File: src/rtl/fetch_stage.sv
// Fetch stage: PC register, next-PC selection with one branch delay slot, and
// the F->D pipeline register.
// Optional build macro FETCH_ADEL_CHECK_EN enables the fetch address check.
// When it is enabled, a misaligned or out-of-range fetch loads a faulting
// bubble into D: D_exc=1, D_instr=0, D_valid=1.
module fetch_stage #(
    parameter logic [31:0] PC_RESET = 32'h0000_3000
) (
    input  logic        clk,
    input  logic        reset,
    input  logic        stall,
    input  logic        flush,
    input  logic [1:0]  npc_sel,
    input  logic        br_taken,
    input  logic [31:0] br_offset,
    input  logic [31:0] jr_target,
    output logic [31:0] i_addr,
    input  logic [31:0] i_data,
    output logic [31:0] D_instr,
    output logic [31:0] D_pc,
    output logic [15:0] D_imm16,
    output logic        D_valid,
    output logic        D_exc
);

    localparam logic [1:0] NPC_SEQ    = 2'b00;
    localparam logic [1:0] NPC_BRANCH = 2'b01;
    localparam logic [1:0] NPC_JUMP   = 2'b10;
    localparam logic [1:0] NPC_JREG   = 2'b11;

    localparam logic [31:0] IMEM_LO = 32'h0000_3000;
    localparam logic [31:0] IMEM_HI = 32'h0000_6FFC;

    logic [31:0] f_pc_q,    f_pc_d;
    logic [31:0] d_instr_q;
    logic [31:0] d_pc_q;
    logic        d_valid_q;

    logic [31:0] f_pc4;
    logic [31:0] d_pc4;
    logic [31:0] fetch_instr;
    logic        fetch_exc;

    assign f_pc4 = f_pc_q + 32'd4;
    assign d_pc4 = d_pc_q + 32'd4;

    // Redirects use the held D-stage PC and instruction. Those values do not
    // change during a stall, so the selected target stays stable.
    always_comb begin
        // NOTE: assign a default before the case so that every path drives
        // f_pc_d; a missing assignment would infer a latch.
        f_pc_d = f_pc4;
        case (npc_sel)
            NPC_SEQ:    f_pc_d = f_pc4;
            NPC_BRANCH: f_pc_d = br_taken ? (d_pc4 + (br_offset << 2)) : f_pc4;
            NPC_JUMP:   f_pc_d = {d_pc4[31:28], d_instr_q[25:0], 2'b00};
            NPC_JREG:   f_pc_d = jr_target;
            default:    f_pc_d = f_pc4;
        endcase
    end

`ifdef FETCH_ADEL_CHECK_EN
    logic d_exc_q;

    // Address check. A faulting fetch never hands its memory word to decode.
    always_comb begin
        fetch_exc   = (f_pc_q[1:0] != 2'b00) || (f_pc_q < IMEM_LO) || (f_pc_q > IMEM_HI);
        fetch_instr = fetch_exc ? 32'h0000_0000 : i_data;
    end

    assign D_exc = d_exc_q;
`else
    // Without the check, the instruction word passes through unchanged and the
    // flag is tied low.
    always_comb begin
        fetch_exc   = 1'b0;
        fetch_instr = i_data;
    end

    assign D_exc = 1'b0;
`endif

    // PC and F->D register. Priority: reset, then stall (hold), then flush
    // (bubble), then normal advance. The PC still advances during a flush.
    always_ff @(posedge clk) begin
        // NOTE: sequential state uses non-blocking assignments, so every
        // right-hand side reads the value from before the edge.
        // d_pc_q therefore captures the old f_pc_q.
        if (reset) begin
            f_pc_q    <= PC_RESET;
            d_instr_q <= 32'h0000_0000;
            d_pc_q    <= 32'h0000_0000;
            d_valid_q <= 1'b0;
        end else if (!stall) begin
            f_pc_q <= f_pc_d;
            d_pc_q <= f_pc_q;
            if (flush) begin
                d_instr_q <= 32'h0000_0000;
                d_valid_q <= 1'b0;
            end else begin
                d_instr_q <= fetch_instr;
                d_valid_q <= 1'b1;
            end
        end
    end

`ifdef FETCH_ADEL_CHECK_EN
    // Exception flag follows the same hold/bubble rules as D_valid.
    always_ff @(posedge clk) begin
        if (reset) begin
            d_exc_q <= 1'b0;
        end else if (!stall) begin
            d_exc_q <= flush ? 1'b0 : fetch_exc;
        end
    end
`endif

    assign i_addr  = f_pc_q;
    assign D_instr = d_instr_q;
    assign D_pc    = d_pc_q;
    assign D_imm16 = d_instr_q[15:0];
    assign D_valid = d_valid_q;

endmodule

File: config.mk
export PLATFORM = sky130hd
export DESIGN_NAME = fetch_stage
export DESIGN_NICKNAME = d
export VERILOG_FILES = /design/src/rtl/fetch_stage.sv
export SDC_FILE = /design/constraint.sdc
export NUM_CORES = 1
export LEC_CHECK = 0
export CAP_MARGIN = 20
export CORE_ASPECT_RATIO = 1.25
export CORE_UTILIZATION = 48
export CTS_BUF_LIST = sky130_fd_sc_hd__clkbuf_4 sky130_fd_sc_hd__clkbuf_8 sky130_fd_sc_hd__clkbuf_16
export DETAILED_ROUTE_END_ITERATION = 12
export MAX_ROUTING_LAYER = met4
export PLACE_DENSITY = 0.87
export SLEW_MARGIN = 20
export SYNTH_ARGS = -nofsm -noshare
export SYNTH_HDL_FRONTEND = slang
export SYNTH_SLANG_ARGS = --single-unit
File: constraint.sdc
create_clock -name clk -period 4.7 [get_ports clk]
set_input_delay 0.94 -clock clk [delete_from_list [all_inputs] [get_ports clk]]
set_output_delay 0.94 -clock clk [all_outputs]
set_load 0.01 [all_outputs]
==> summary.md <==
| Metric | Value |
|---|---|
| Final hold vios | 0 |
| Ratio of cells with drive above 1 in the final layout | under 10% |
| Most frequent cells in the layout | clkdlybuf4s50_1, nor2_1, dfxtp_1, nand2_1, xnor2_1 |
| WS Path Type | reg2reg |
| # diodes | 0 |
| Slew @ Worst Pin | roughly 1.1 ns |
| Pin count of the biggest net entering global routing | just over 100 |
| Vias in the first global route | approximately 7000 |
| Average cell area after synthesis | about 8 µm² |
| Layout area overhead | 33.4% |
| Hold crit path type | reg2reg |
| R2r endpoint | i_addr[31]$_SDFFE_PP0N_ |
| RSZ-0062 raised after global routing | false |
| Max_cap viols | 0 |
| Nets | about 1200 |
| Max Transition Viols Final | 0 |
| Final setup fails | 0 |
| Worst vdd ir | between 0.00015 and 0.0002 V |
| Starting DRT DRC Count | around 690 |
| Async S/R FF share, synth | 0% |
| Post-route clock period utilization | a little under nine tenths |
| Final wirelength | between 20000 and 25000 µm |
| CTS sink cnt | between 90 and 100 |
| Slowest-stage cell, CP | dfxtp_1 |
| Hold_buf cts | 0 |
| WP buf/inv | 0 |
| Total Neg Setup Slack | 0 ns |
| Port bufs | between 200 and 250 |
| Core region area | 14300 µm² |
| WP data required | around 5 ns |
| Post-detail-place hpwl | around 16000 µm |
| DIE AREA | ~15000 µm² |
| Initial antenna violation count | 0 |
| Via density | between 5 and 6 |
| Register-to-Register Setup Slack | slightly below 0.7 ns |
| Max transition margin | roughly 25% |
| Num CTS Buffers | 9 |
| Skew final | between 0.01 and 0.015 ns |
| Final min period | 4.01 ns |
| Global placer's final weighted congestion | 0.947 |
| Setup Buffers After CTS | 0 |
| R2R cell count | 15 |
| Leading cell type in the layout, fill and taps excluded | clkdlybuf4s50_1 |
| Post-synthesis cell type count | slightly above 80 |
| Synth Instances | approximately 880 |
| Synth area leaders | dfxtp_1, mux2i_1, xnor2_1, ha_1, nor2_1 |
| Fillers | between 1000 and 1500 |
| Syn Std Cell Area | approximately 7000 µm² |
| Critical Path, Cell by Cell | ha_1 > and4_1 > and3_4 > nor2b_4 > nand3_1 > xnor2_1 > ha_1 > nand2_1 > nor3_1 > nand4_1 > a21oi_1 > o311ai_2 > o21ai_0 > mux2i_1 > nand2_1 |
| DR vias | 7240 |
| # rows | 49 |
| Post-synthesis sequential area ratio | between 20% and 30% |
| Detail Route Antenna Nets | 0 |
| Yosys top cell area share | between 20% and 30% |
| Clk Latency, worst-skew pair | roughly 0.35 ns |
| IO Pins | ~220 |
| Grt total ovfl | 0 |
| First-pass GRT wire length | roughly 35000 µm |
| Post-DR wirelength/cell | 17.9 µm |
| Initial core utilization | 49.1% |
| Crit. path cell count | 15 |
| Primary FF master, synth | dfxtp_1 |
| Status | complete, no violations |
| First-pass DRT Iterations | 7 |
| Yosys top cell by area | dfxtp_1 |
| Root Driver | clkbuf_16 |
| Hold WS | roughly 0.50 ns |
| Cell family with most CP delay | simple AND/OR/NAND/NOR gates |
| Leakage power | 3.60 nW |
| Synth warn | 0 |
| Clk buf depth | 2 |
| Maximum clock rate | 0.250 GHz |
| Top fanout value on the critical path | 8 |
| Crit path launch | D_pc[2]$_SDFFE_PP0N_ |
| Number of flops mapped to enable cells by yosys | 0 |
| Htree depth | 3 |
| Syn nets | approximately 1000 |
| Crit path capture | i_addr[31]$_SDFFE_PP0N_ |
| Overall routing resource usage | 30.0% |
| Worst r2r src | D_pc[2]$_SDFFE_PP0N_ |
| Pwr Density | approximately 240 nW/µm² |
| TritonCTS clock tree | done |
| Crit end category | flip-flop |
| Die H | 137 µm |
| Clock transition at path regs | 0.08 ns |
| Crit-path max cell delay | 0.47 ns |
| Startpoint type of the worst setup path | flip-flop |
| Post-cts resize count | 0 |
| Data arrival time of the worst path | 4.25 ns |
| DRC Markers | 0 |
| Synthesized flop and latch total | 97 |
| Die Wd | ~110 µm |
[routing by layer]
metal	vias up	track usage (%)	part of all wire [%]
li1	3484	-	-
met1	3387	38.4	42
met2	332	48.4	48
met3	37	4.26	7.1
met4	0	9.43	2.6
met5	-	-	0
[synthesized netlist by cell type, types with 25 or more instances]
cell and instances:
dfxtp_1 97, inv_1 25, a22oi_1 33, nand3_1 33, o21ai_0 32, a21oi_1 52
clkbuf_1 31, nor2_1 111, mux2i_1 53, ha_1 34, xnor2_1 55, nand2_1 71
[metrics by stage]
stage	utilization [%]	instance area (µm²)	power, mW	cells	setup slack (ns)
after CTS	65.5	9400	2.25	1224	0.745
after global routing	65.5	9400	2.34	1224	0.519
after detailed placement	63.5	9120	1.53	1208	0.768
after floorplan	-	7050	1.27	875	1.25
final	65.5	9400	2.25	1224	0.694
after global placement	63.5	9120	1.52	1208	0.845
[sequential cells by signal, summed over array words and instances, names as in the netlist]
signal and cells:
D_instr 32, D_pc 32, i_addr 32, D_valid 1
[logic make-up after synthesis]
family	Yosys count	share of synthesized area, %
AOI/OAI and AO/OA	210	21.2
xor gates and xnor gates	71	8.93
adders and majority gates	35	6.32
buffers and inverters	92	6.16
DFF	97	27.6
muxes	59	8.49
other	1	0.0532
and+or+nand+nor	310	21.3
[power by group]
part / total, mW / switching, mW / internal (mW)
logic: 0.592 / 0.291 / 0.302
clock network: 0.726 / 0.362 / 0.364
registers: 0.932 / 0.0675 / 0.864
[tightest hold or removal path, stage by stage, from the launching register on]
cell	delay, ns
dfxtp_1	0.33
a21oi_1	0.06
nor2_1	0.07
[final cells by class]
| cell class | count | area, µm² | area share (%) |
|---|---|---|---|
| tap | 178 | 223 | 2.37 |
| inverter | 26 | 97.6 | 1.04 |
| clock inverter | 7 | 53.8 | 0.573 |
| sequential | 97 | 1940 | 20.7 |
| timing repair buffer | 221 | 2180 | 23.2 |
| clock buffer | 9 | 225 | 2.40 |
| multi-input combinational | 686 | 4670 | 49.7 |
[worst min-delay path by stage]
stage                                         from                        to  slack, ns  depth (start not counted)
after floorplan             i_addr[0]$_SDFFE_PP0P_    i_addr[0]$_SDFFE_PP0P_       0.53                          2
after global placement    D_instr[30]$_SDFFE_PP0N_  D_instr[30]$_SDFFE_PP0N_       0.47                          2
after detailed placement      D_valid$_SDFFE_PP0N_      D_valid$_SDFFE_PP0N_       0.49                          2
after CTS                     D_valid$_SDFFE_PP0N_      D_valid$_SDFFE_PP0N_       0.50                          2
after global routing      D_instr[30]$_SDFFE_PP0N_  D_instr[30]$_SDFFE_PP0N_       0.54                          2
final                         D_valid$_SDFFE_PP0N_      D_valid$_SDFFE_PP0N_       0.50                          2
No activity file was read; power rests on OpenSTA's default activity.
